===== src/rtl/ts_packet_loss_counter_if.sv =====
`timescale 1ns/1ps
// TS byte stream into the loss counter plus the QoS control block's clear/readback.
// The master drives the stream and clear; the slave returns the saturating count.
interface ts_packet_loss_counter_if #(
    parameter int COUNT_WIDTH = 8
);
    logic                   valid;
    logic                   sync;
    logic                   en_reset_counter;
    logic [7:0]             ts_data;
    logic [COUNT_WIDTH-1:0] error_count;

    modport master (
        output valid, sync, en_reset_counter, ts_data,
        input  error_count
    );

    modport slave (
        input  valid, sync, en_reset_counter, ts_data,
        output error_count
    );
endinterface


===== src/rtl/ts_packet_loss_counter.sv =====
`timescale 1ns/1ps
// Purpose: per-PID MPEG-2 TS continuity-counter monitor; counts each CC break (saturating).
// Latency: error_count reflects a packet's check one cycle after its header byte 3 is sampled.
// Backpressure: none; accepts one byte per valid cycle. PLC_DUP_TOLERANCE_EN allows one duplicate CC.
module ts_packet_loss_counter #(
    parameter int NUM_PIDS    = 8,
    parameter int COUNT_WIDTH = 8
) (
    input  logic                     clk,
    input  logic                     reset_n,
    ts_packet_loss_counter_if.slave  bus
);
    localparam int          IW       = (NUM_PIDS > 1) ? $clog2(NUM_PIDS) : 1;
    localparam logic [12:0] NULL_PID = 13'h1FFF;
    localparam logic [7:0]  LAST_IDX = 8'd187;

    logic                   r_active;
    logic [7:0]             r_idx;
    logic                   r_tei;
    logic [12:0]            r_pid;
    logic [NUM_PIDS-1:0]    r_tbl_vld;
    logic [12:0]            r_tbl_pid [NUM_PIDS];
    logic [3:0]             r_tbl_cc  [NUM_PIDS];
`ifdef PLC_DUP_TOLERANCE_EN
    logic [NUM_PIDS-1:0]    r_tbl_dup;
    logic                   w_wr_dup;
`endif
    logic [IW-1:0]          r_rr_ptr;
    logic [COUNT_WIDTH-1:0] r_count;

    logic          w_acc;
    logic [7:0]    w_idx;
    logic [3:0]    w_cc;
    logic [1:0]    w_afc;
    logic          w_check;
    logic          w_hit;
    logic [IW-1:0] w_hit_idx;
    logic          w_free;
    logic [IW-1:0] w_free_idx;
    logic [3:0]    w_exp_cc;
    logic          w_wr_en;
    logic [IW-1:0] w_wr_idx;
    logic          w_err;
    logic          w_rr_adv;

    // r_idx holds the index of the last accepted byte; w_idx is the current byte's index.
    assign w_acc   = bus.valid && !bus.sync && r_active;
    assign w_idx   = r_idx + 8'd1;
    assign w_afc   = bus.ts_data[5:4];
    assign w_cc    = bus.ts_data[3:0];
    assign w_check = w_acc && (w_idx == 8'd3) && !r_tei && (r_pid != NULL_PID) && w_afc[0];

    always_ff @(posedge clk or negedge reset_n) begin
        if (!reset_n) begin
            r_active <= 1'b0;
            r_idx    <= 8'd0;
            r_tei    <= 1'b0;
            r_pid    <= 13'd0;
        end else if (bus.valid && bus.sync) begin
            r_active <= 1'b1;
            r_idx    <= 8'd0;
        end else if (w_acc) begin
            r_idx <= w_idx;
            if (w_idx == LAST_IDX)
                r_active <= 1'b0;
            if (w_idx == 8'd1) begin
                r_tei        <= bus.ts_data[7];
                r_pid[12:8]  <= bus.ts_data[4:0];
            end
            if (w_idx == 8'd2)
                r_pid[7:0] <= bus.ts_data;
        end
    end

    always_comb begin
        w_hit      = 1'b0;
        w_hit_idx  = '0;
        w_free     = 1'b0;
        w_free_idx = '0;
        for (int i = 0; i < NUM_PIDS; i++) begin
            if (r_tbl_vld[i] && (r_tbl_pid[i] == r_pid) && !w_hit) begin
                w_hit     = 1'b1;
                w_hit_idx = IW'(i);
            end
            if (!r_tbl_vld[i] && !w_free) begin
                w_free     = 1'b1;
                w_free_idx = IW'(i);
            end
        end
    end

    always_comb begin
        w_exp_cc = r_tbl_cc[w_hit_idx] + 4'd1;
        w_wr_en  = 1'b0;
        w_wr_idx = w_hit_idx;
        w_err    = 1'b0;
        w_rr_adv = 1'b0;
`ifdef PLC_DUP_TOLERANCE_EN
        w_wr_dup = 1'b0;
`endif
        if (w_check) begin
            w_wr_en = 1'b1;
            if (w_hit) begin
                if (w_cc != w_exp_cc) begin
`ifdef PLC_DUP_TOLERANCE_EN
                    // First repeat of the stored CC is a legal retransmission.
                    if ((w_cc == r_tbl_cc[w_hit_idx]) && !r_tbl_dup[w_hit_idx])
                        w_wr_dup = 1'b1;
                    else
                        w_err = 1'b1;
`else
                    w_err = 1'b1;
`endif
                end
            end else if (w_free) begin
                w_wr_idx = w_free_idx;
            end else begin
                w_wr_idx = r_rr_ptr;
                w_rr_adv = 1'b1;
            end
        end
    end

    always_ff @(posedge clk or negedge reset_n) begin
        if (!reset_n) begin
            r_tbl_vld <= '0;
            r_rr_ptr  <= '0;
`ifdef PLC_DUP_TOLERANCE_EN
            r_tbl_dup <= '0;
`endif
            for (int i = 0; i < NUM_PIDS; i++) begin
                r_tbl_pid[i] <= 13'd0;
                r_tbl_cc[i]  <= 4'd0;
            end
        end else begin
            if (w_wr_en) begin
                r_tbl_vld[w_wr_idx] <= 1'b1;
                r_tbl_pid[w_wr_idx] <= r_pid;
                r_tbl_cc[w_wr_idx]  <= w_cc;
`ifdef PLC_DUP_TOLERANCE_EN
                r_tbl_dup[w_wr_idx] <= w_wr_dup;
`endif
            end
            if (w_rr_adv)
                r_rr_ptr <= (r_rr_ptr == IW'(NUM_PIDS - 1)) ? '0 : r_rr_ptr + 1'b1;
        end
    end

    always_ff @(posedge clk or negedge reset_n) begin
        if (!reset_n)
            r_count <= '0;
        else if (bus.en_reset_counter)
            r_count <= '0;
        else if (w_err && (r_count != '1))
            r_count <= r_count + 1'b1;
    end

    assign bus.error_count = r_count;
endmodule


===== src/flat_wrapper.sv =====
// flat-port wrapper written by rule: the top's interface ports become plain ports
module ts_packet_loss_counter_flat 
#(
    parameter int NUM_PIDS    = 8,
    parameter int COUNT_WIDTH = 8
)
  (clk, reset_n, bus_valid, bus_sync, bus_en_reset_counter, bus_ts_data, bus_error_count);
  ts_packet_loss_counter_if #(.COUNT_WIDTH(COUNT_WIDTH)) bus_i ();
  input  logic clk;
  input  logic reset_n;
  input wire logic [$bits(bus_i.valid)-1:0] bus_valid;
  input wire logic [$bits(bus_i.sync)-1:0] bus_sync;
  input wire logic [$bits(bus_i.en_reset_counter)-1:0] bus_en_reset_counter;
  input wire logic [$bits(bus_i.ts_data)-1:0] bus_ts_data;
  output wire logic [$bits(bus_i.error_count)-1:0] bus_error_count;
  assign bus_i.valid = bus_valid;
  assign bus_i.sync = bus_sync;
  assign bus_i.en_reset_counter = bus_en_reset_counter;
  assign bus_i.ts_data = bus_ts_data;
  assign bus_error_count = bus_i.error_count;
  ts_packet_loss_counter #(.NUM_PIDS(NUM_PIDS), .COUNT_WIDTH(COUNT_WIDTH)) u_core (.clk(clk), .reset_n(reset_n), .bus(bus_i));
endmodule

===== config.mk =====
export PLATFORM = sky130hd
export DESIGN_NAME = ts_packet_loss_counter_flat
export DESIGN_NICKNAME = d
export VERILOG_FILES = /design/src/rtl/ts_packet_loss_counter_if.sv /design/src/rtl/ts_packet_loss_counter.sv /design/src/flat_wrapper.sv
export SDC_FILE = /design/constraint.sdc
export NUM_CORES = 1
export LEC_CHECK = 0
export BUFFER_PORTS_ARGS = -buffer_cell sky130_fd_sc_hd__buf_2
export CORE_MARGIN = 2
export CORE_UTILIZATION = 35
export DETAILED_ROUTE_END_ITERATION = 8
export GPL_TIMING_DRIVEN = 1
export PLACE_DENSITY = 0.52
export SYNTH_ARGS = -nofsm -noshare
export SYNTH_HDL_FRONTEND = slang
export SYNTH_SLANG_ARGS = --single-unit

===== constraint.sdc =====
create_clock -name clk -period 6.3 [get_ports clk]
set_input_delay 0.315 -clock clk [delete_from_list [all_inputs] [get_ports clk]]
set_output_delay 0.315 -clock clk [all_outputs]
set_load 0.05 [all_outputs]

==> results.toml, run 1 <==
[status]
run_status = "completed"

[placed_design]
globalplace.congestion = 0.8057
dp_slack_ps = 742.3
io_buffers = 20
hpwl_um = 16140
postPlaceCellArea_um2 = 9921
place_inst = 1140

[power_and_ir_drop]
leakagePower_nw = 4.613
seqPwrFrac = 0.428
p_clk_frac = 0.334
sw_frac_of_total = 0.3336
p_int_mw = 2.276
p_comb_frac = 0.238
p_per_area_nw_per_um2 = 323.6
power_mw = 3.416
ir_drop_v = 0.0001741
power.net_switching_mw = 1.140

[sta]
rsz0062_at_grt = "false"
drv_slew = 0
fin_skew_ps = 12.52
max_slew_margin = 0.3573
finalCriticalPeriod_ps = 5570
timing.final.ws_setup_ps = 729.5
fmaxAchievable_mhz = 179.5
setup_viol = 0
hold_ws_ps = 115.1
setup_tns_ps = 0
max_slew.worst_pin.slew_ps = 964.1
hold_viol = 0
period_share = 0.8842

[synth]
ys_types = 61
syn_area_per_cell_um2 = 11.80
yosys_most_used_dff = "dfrtp_1"
yosysWarningCount = 0
synth_seq_cells = 178
ys_seq_area_frac = 0.4689
syn_nets = 826
synth.cell_area_um2 = 9499
synth_edf_count = 0
async_flop_share = 1.000
synthCells = 805

[setup_path]
worstPathArrival_ps = 5900
required_ps = 6630
reg2reg_from = "u_core.r_pid[4]$_DFFE_PN0P_"
startpoint = "u_core.r_pid[4]$_DFFE_PN0P_"
critical_path_class = "reg -> reg"
start_kind = "register"
critPathCaptureType = "register"
r2r_cells = 19
r2r-end = "u_core.bus.error_count[1]$_DFFE_PN0P_"
crit_end = "u_core.bus.error_count[1]$_DFFE_PN0P_"
r2r_slack_ps = 730
worstPathMaxFanout = 18

[cts]
clk_pin_slew_ps = 70
cts_buffer_depth = 2
htree_levels = 4
numCtsBuffers = 17
clock_latency_ps = 430
cts_tree = "done"
cts-root-buf = "clkbuf_16"
ctsResizeCount = 0
numClockSinks = 178

[layout]
seqCellArea_um2 = 4454
multiInputGateArea_um2 = 4717
num-nets-final = 840
layout-drive-gt1-share = 0.3137
area_growth_pct = 11.12
final_cell_area_um2 = 10560
fill_cells = 2579
insertedDiodeCount = 0
final_core_util = 0.3938
stdcell_count = 1173

[flow_run]
max_cap_viol_count = 0

[global_route]
grt_usage = 0.1706
grt_pass1_wl_um = 37090
grt_pass1_vias = 6345
grt_overflow = 0
grt_max_degree = 90
antenna_found_initial = 0

[floorplanning]
initial_core_util = 0.3544
die_h_um = 168.7
core_region_area_um2 = 26800
io_pins = 21
dieArea_um2 = 28470
die_w_um = 168.7
num_rows = 60

[min_path]
min-delay-path-class = "in -> reg"

[route]
ant_nets = 0
drt-initial-drc-count = 358
dr.pass1.iters = 7
drc_errors = 0
viasPerCell = 5.279
wire_per_inst_um = 19.52
routed_wl_um = 22900
dr_total_vias = 6192
repair_timing:
action,in CTS,in global routing
buffers inserted,0,0
hold buffers,1,0
hold endpoints to repair,60,0
power by group through the flow:
| stage | Clock, mW | Combinational (mW) | Sequential [mW] |
|---|---|---|---|
| 2_1_floorplan | 0 | 0.767 | 1.28 |
| 3_3_place_gp | 0 | 0.819 | 1.48 |
| 3_5_place_dp | 0 | 0.812 | 1.49 |
| 4_1_cts | 1.17 | 0.819 | 1.46 |
| 5_1_grt | 1.22 | 0.891 | 1.49 |
| 6_report | 1.14 | 0.812 | 1.46 |
worst max-delay path, cell delays in order (launching register included):
cell and delay [ps]:
dfrtp_1 820, xnor2_1 250, nand4_1 180, nor4_2 590
nor4_1 210, a32oi_1 220, buf_4 230, mux2_1 350
nor3_1 140, a21oi_1 60, nand2_1 130, inv_1 60
ha_1 300, xor2_1 170, or4_1 520, o211ai_1 140
or3b_1 410, o21ai_2 400, mux2i_1 230, nor2_1 50
sequential cells by signal, summed over array words and instances, names as in the netlist:
register / flops
u_core.r_tbl_pid: 104
u_core.r_tbl_cc: 32
u_core.r_pid: 13
u_core.bus.error_count: 8
u_core.r_idx: 8
u_core.r_tbl_vld: 8
u_core.r_rr_ptr: 3
u_core.r_active: 1
u_core.r_tei: 1
Yosys cell counts, drive strengths merged, types with 2 or more instances:
library cell | instances | share of area
a21o | 2 | 0.0016
a21oi | 11 | 0.0058
a22o | 3 | 0.0028
a22oi | 3 | 0.0024
a31oi | 4 | 0.0026
and3 | 3 | 0.0020
buf | 30 | 0.024
clkbuf | 20 | 0.0079
dfrtp | 178 | 0.47
ha | 8 | 0.011
inv | 9 | 0.0036
mux2 | 156 | 0.19
mux2i | 14 | 0.015
nand2 | 50 | 0.020
nand2b | 4 | 0.0029
nand3 | 14 | 0.0079
nand3b | 2 | 0.0020
nand4 | 55 | 0.036
nor2 | 24 | 0.011
nor2b | 4 | 0.0026
nor3 | 7 | 0.0054
nor3b | 2 | 0.0028
nor4 | 21 | 0.020
o211ai | 2 | 0.0016
o21ai | 28 | 0.015
o31ai | 5 | 0.0054
or2 | 9 | 0.0059
or3 | 5 | 0.0038
or4 | 9 | 0.0079
xnor2 | 107 | 0.099
xor2 | 7 | 0.0065
placed cells by master (no fill, tap or decap), types with 5 or more instances in the layout:
cell type / count
a21oi_1: 11
buf_2: 19
buf_4: 24
clkbuf_16: 17
dfrtp_1: 178
ha_1: 8
inv_1: 7
mux2_2: 145
mux2_4: 9
mux2i_1: 14
nand2_1: 49
nand3_1: 13
nand4_1: 55
nor2_1: 22
nor3_1: 5
nor4_1: 14
nor4_2: 5
o21ai_0: 23
or2_2: 8
or4_1: 7
xnor2_1: 107
xor2_1: 7
layer usage:
layer  part of all wire  GRT usage
met2               0.47     0.2773
met3              0.027    0.02478
met1               0.49     0.2355
met5                  0          0
met4              0.019    0.05397
final cells by class:
cell class | instances | area share
multi-input combinational | 568 | 0.4469
sequential | 178 | 0.4220
clock buffer | 20 | 0.04232
tap | 341 | 0.04042
timing repair buffer | 45 | 0.02833
clock inverter | 12 | 0.01683
inverter | 9 | 0.003201
how the worst min path moves through the flow:
stage | startpoint | to | slack (ps) | cells after the start
after floorplan | reset_n | u_core.bus.error_count[0]$_DFFE_PN0P_ | 20 | 0
after CTS | bus_sync | u_core.r_active$_DFFE_PN0P_ | 100 | 3
after global placement | reset_n | u_core.r_pid[6]$_DFFE_PN0P_ | 460 | 1
final | bus_sync | u_core.r_active$_DFFE_PN0P_ | 120 | 3
after detailed placement | reset_n | u_core.r_tbl_pid[24]$_DFFE_PN0P_ | 440 | 1
after global routing | bus_ts_data[6] | u_core.r_pid[6]$_DFFE_PN0P_ | 110 | 2
cells by family after synthesis:
group	count (synthesis)	synth area share
buffers and inverters	59	0.03504
adders and majority gates	8	0.01054
xor gates and xnor gates	114	0.1051
DFF	178	0.4689
muxes	170	0.2032
AOI/OAI and AO/OA	66	0.04544
and+or+nand+nor	210	0.1317
Power figures use the tool's default switching activity.
==> run 2: changes to the inputs <==
CORE_ASPECT_RATIO = 1.25   (was not set)
CORE_MARGIN = not set   (was 2)
==> results.toml, run 2 (synthesis gave the netlist of run 1 again) <==
[power_and_ir_drop]
p_per_area_nw_per_um2 = 331.5
p_int_mw = 2.282
ir_drop_v = 0.0001670
p_comb_frac = 0.249
p_clk_frac = 0.332
leakagePower_nw = 4.570
seqPwrFrac = 0.418
power.net_switching_mw = 1.202
power_mw = 3.484
sw_frac_of_total = 0.3450

[global_route]
grt_pass1_vias = 6393
grt_usage = 0.1943
grt_overflow = 0
antenna_found_initial = 0
grt_pass1_wl_um = 38920
grt_max_degree = 107

[sta]
finalCriticalPeriod_ps = 5765
fin_skew_ps = 12.55
max_slew.worst_pin.slew_ps = 1163
setup_tns_ps = 0
hold_ws_ps = -12.97
rsz0062_at_grt = "false"
hold_viol = 8
period_share = 0.9151
setup_viol = 0
drv_slew = 0
fmaxAchievable_mhz = 173.5
timing.final.ws_setup_ps = 535.1
max_slew_margin = 0.2247

[floorplanning]
die_h_um = 186.2
num_rows = 67
initial_core_util = 0.3552
dieArea_um2 = 27810
io_pins = 21
core_region_area_um2 = 26740
die_w_um = 149.4

[setup_path]
path_cells = "xnor2_1 -> nand4_1 -> nor4_2 -> nor4_1 -> a32oi_1 -> buf_4 -> mux2_1 -> nor3_1 -> a21oi_1 -> nand2_1 -> inv_1 -> ha_1 -> xor2_1 -> or4_1 -> o211ai_1 -> or3b_1 -> o21ai_2 -> mux2i_1 -> nor2_1"
critical_path_class = "reg -> reg"
slowest_delay_ps = 900
worstPathMaxFanout = 18
r2r_cells = 19
worstPathArrival_ps = 6090
cp_slowest_cell = "dfrtp_1"
start_kind = "register"
critPathCaptureType = "register"
required_ps = 6630

[layout]
layout-drive-gt1-share = 0.3078
final_cell_mix = "dfrtp_1, mux2_2, xnor2_1, nand4_1, nand2_1"
largest-register = "u_core.r_tbl_pid"
num-nets-final = 832
stdcell_count = 1167
final_common_cell = "dfrtp_1"
final_core_util = 0.3930
largest_reg_flops = 104
insertedDiodeCount = 0
final_cell_area_um2 = 10510
area_growth_pct = 10.63
reg.largest.list = "u_core.r_tbl_pid (104), u_core.r_tbl_cc (32), u_core.r_pid (13)"

[route]
dr_total_vias = 6258
wire_per_inst_um = 21.73
viasPerCell = 5.362
routed_wl_um = 25360
drt-initial-drc-count = 432
drc_errors = 0
ant_nets = 0
dr.pass1.iters = 5

[cts]
clock_latency_ps = 440
cts_setup_buffers = 0
numClockSinks = 178
cts_tree = "done"
cts-root-buf = "clkbuf_16"
numCtsBuffers = 17
ctsResizeCount = 0
clk_pin_slew_ps = 70
cts_buffer_depth = 2
cts_hold_buf = 0
htree_levels = 4

[placed_design]
place_inst = 1137
globalplace.congestion = 0.9224
hpwl_um = 18060
dp_slack_ps = 635.7
postPlaceCellArea_um2 = 9873
io_buffers = 20

[min_path]
min-delay-path-class = "in -> async"

[status]
run_status = "finished, violations left"
violations = "hold timing"

[flow_run]
max_cap_viol_count = 0
[run 2: cell count changes in the layout (fill, tap and decap cells not counted)]
cell,change
inv_6,-3
clkinv_2,-3
dlygate4sd3_1,-1
clkbuf_1,-1
clkinvlp_4,+2
clkbuf_8,+3
buf_4,-7
[run 2: metal layers]
layer | global-route usage | routed length (um) | vias up
li1 | - | - | 2892
met1 | 0.2382 | 11000 | 3142
met2 | 0.3187 | 12230 | 164
met3 | 0.03805 | 919 | 60
met4 | 0.1106 | 1214 | 0
met5 | 0 | 0 | -
[run 2: power groups by stage]
stage / clock network [mW] / registers (mW) / logic (mW)
after floorplan: 0 / 1.28 / 0.767
after global placement: 0 / 1.48 / 0.871
after detailed placement: 0 / 1.48 / 0.863
after CTS: 1.19 / 1.46 / 0.867
after global routing: 1.23 / 1.48 / 0.920
final: 1.16 / 1.46 / 0.869
[run 2: final timing paths]
path / startpoint / endpoint / slack (ps)
worst max-delay path: u_core.r_pid[11]$_DFFE_PN0P_ / u_core.bus.error_count[1]$_DFFE_PN0P_ / 540
worst min-delay path: reset_n / u_core.r_tbl_cc[12]$_DFFE_PN0P_ / -10
worst max register to register: u_core.r_pid[11]$_DFFE_PN0P_ / u_core.bus.error_count[1]$_DFFE_PN0P_ / 540
worst min register to register: u_core.r_tei$_DFFE_PN0P_ / u_core.r_tei$_DFFE_PN0P_ / 500
max in group asynchronous: reset_n / u_core.r_tbl_pid[16]$_DFFE_PN0P_ / 4800
min in group clk: bus_ts_data[5] / u_core.r_pid[5]$_DFFE_PN0P_ / 100
[run 2: area by class of cell]
type	count	area (um2)
clock inverter	8	151.4
tap	345	431.7
sequential	178	4454
fill	2558	16230
inverter	9	33.78
clock buffer	22	484.2
timing repair buffer	37	236.5
multi-input combinational	568	4717
[run 2: critical path: cells and delay by family, from the launching register on]
family          cells  cell delay, ps
fa+ha+maj           1             290
buf+inv             2             300
flops               1             900
simple gates        8            2280
compound gates      4             850
mux                 2             560
xor+xnor            2             440
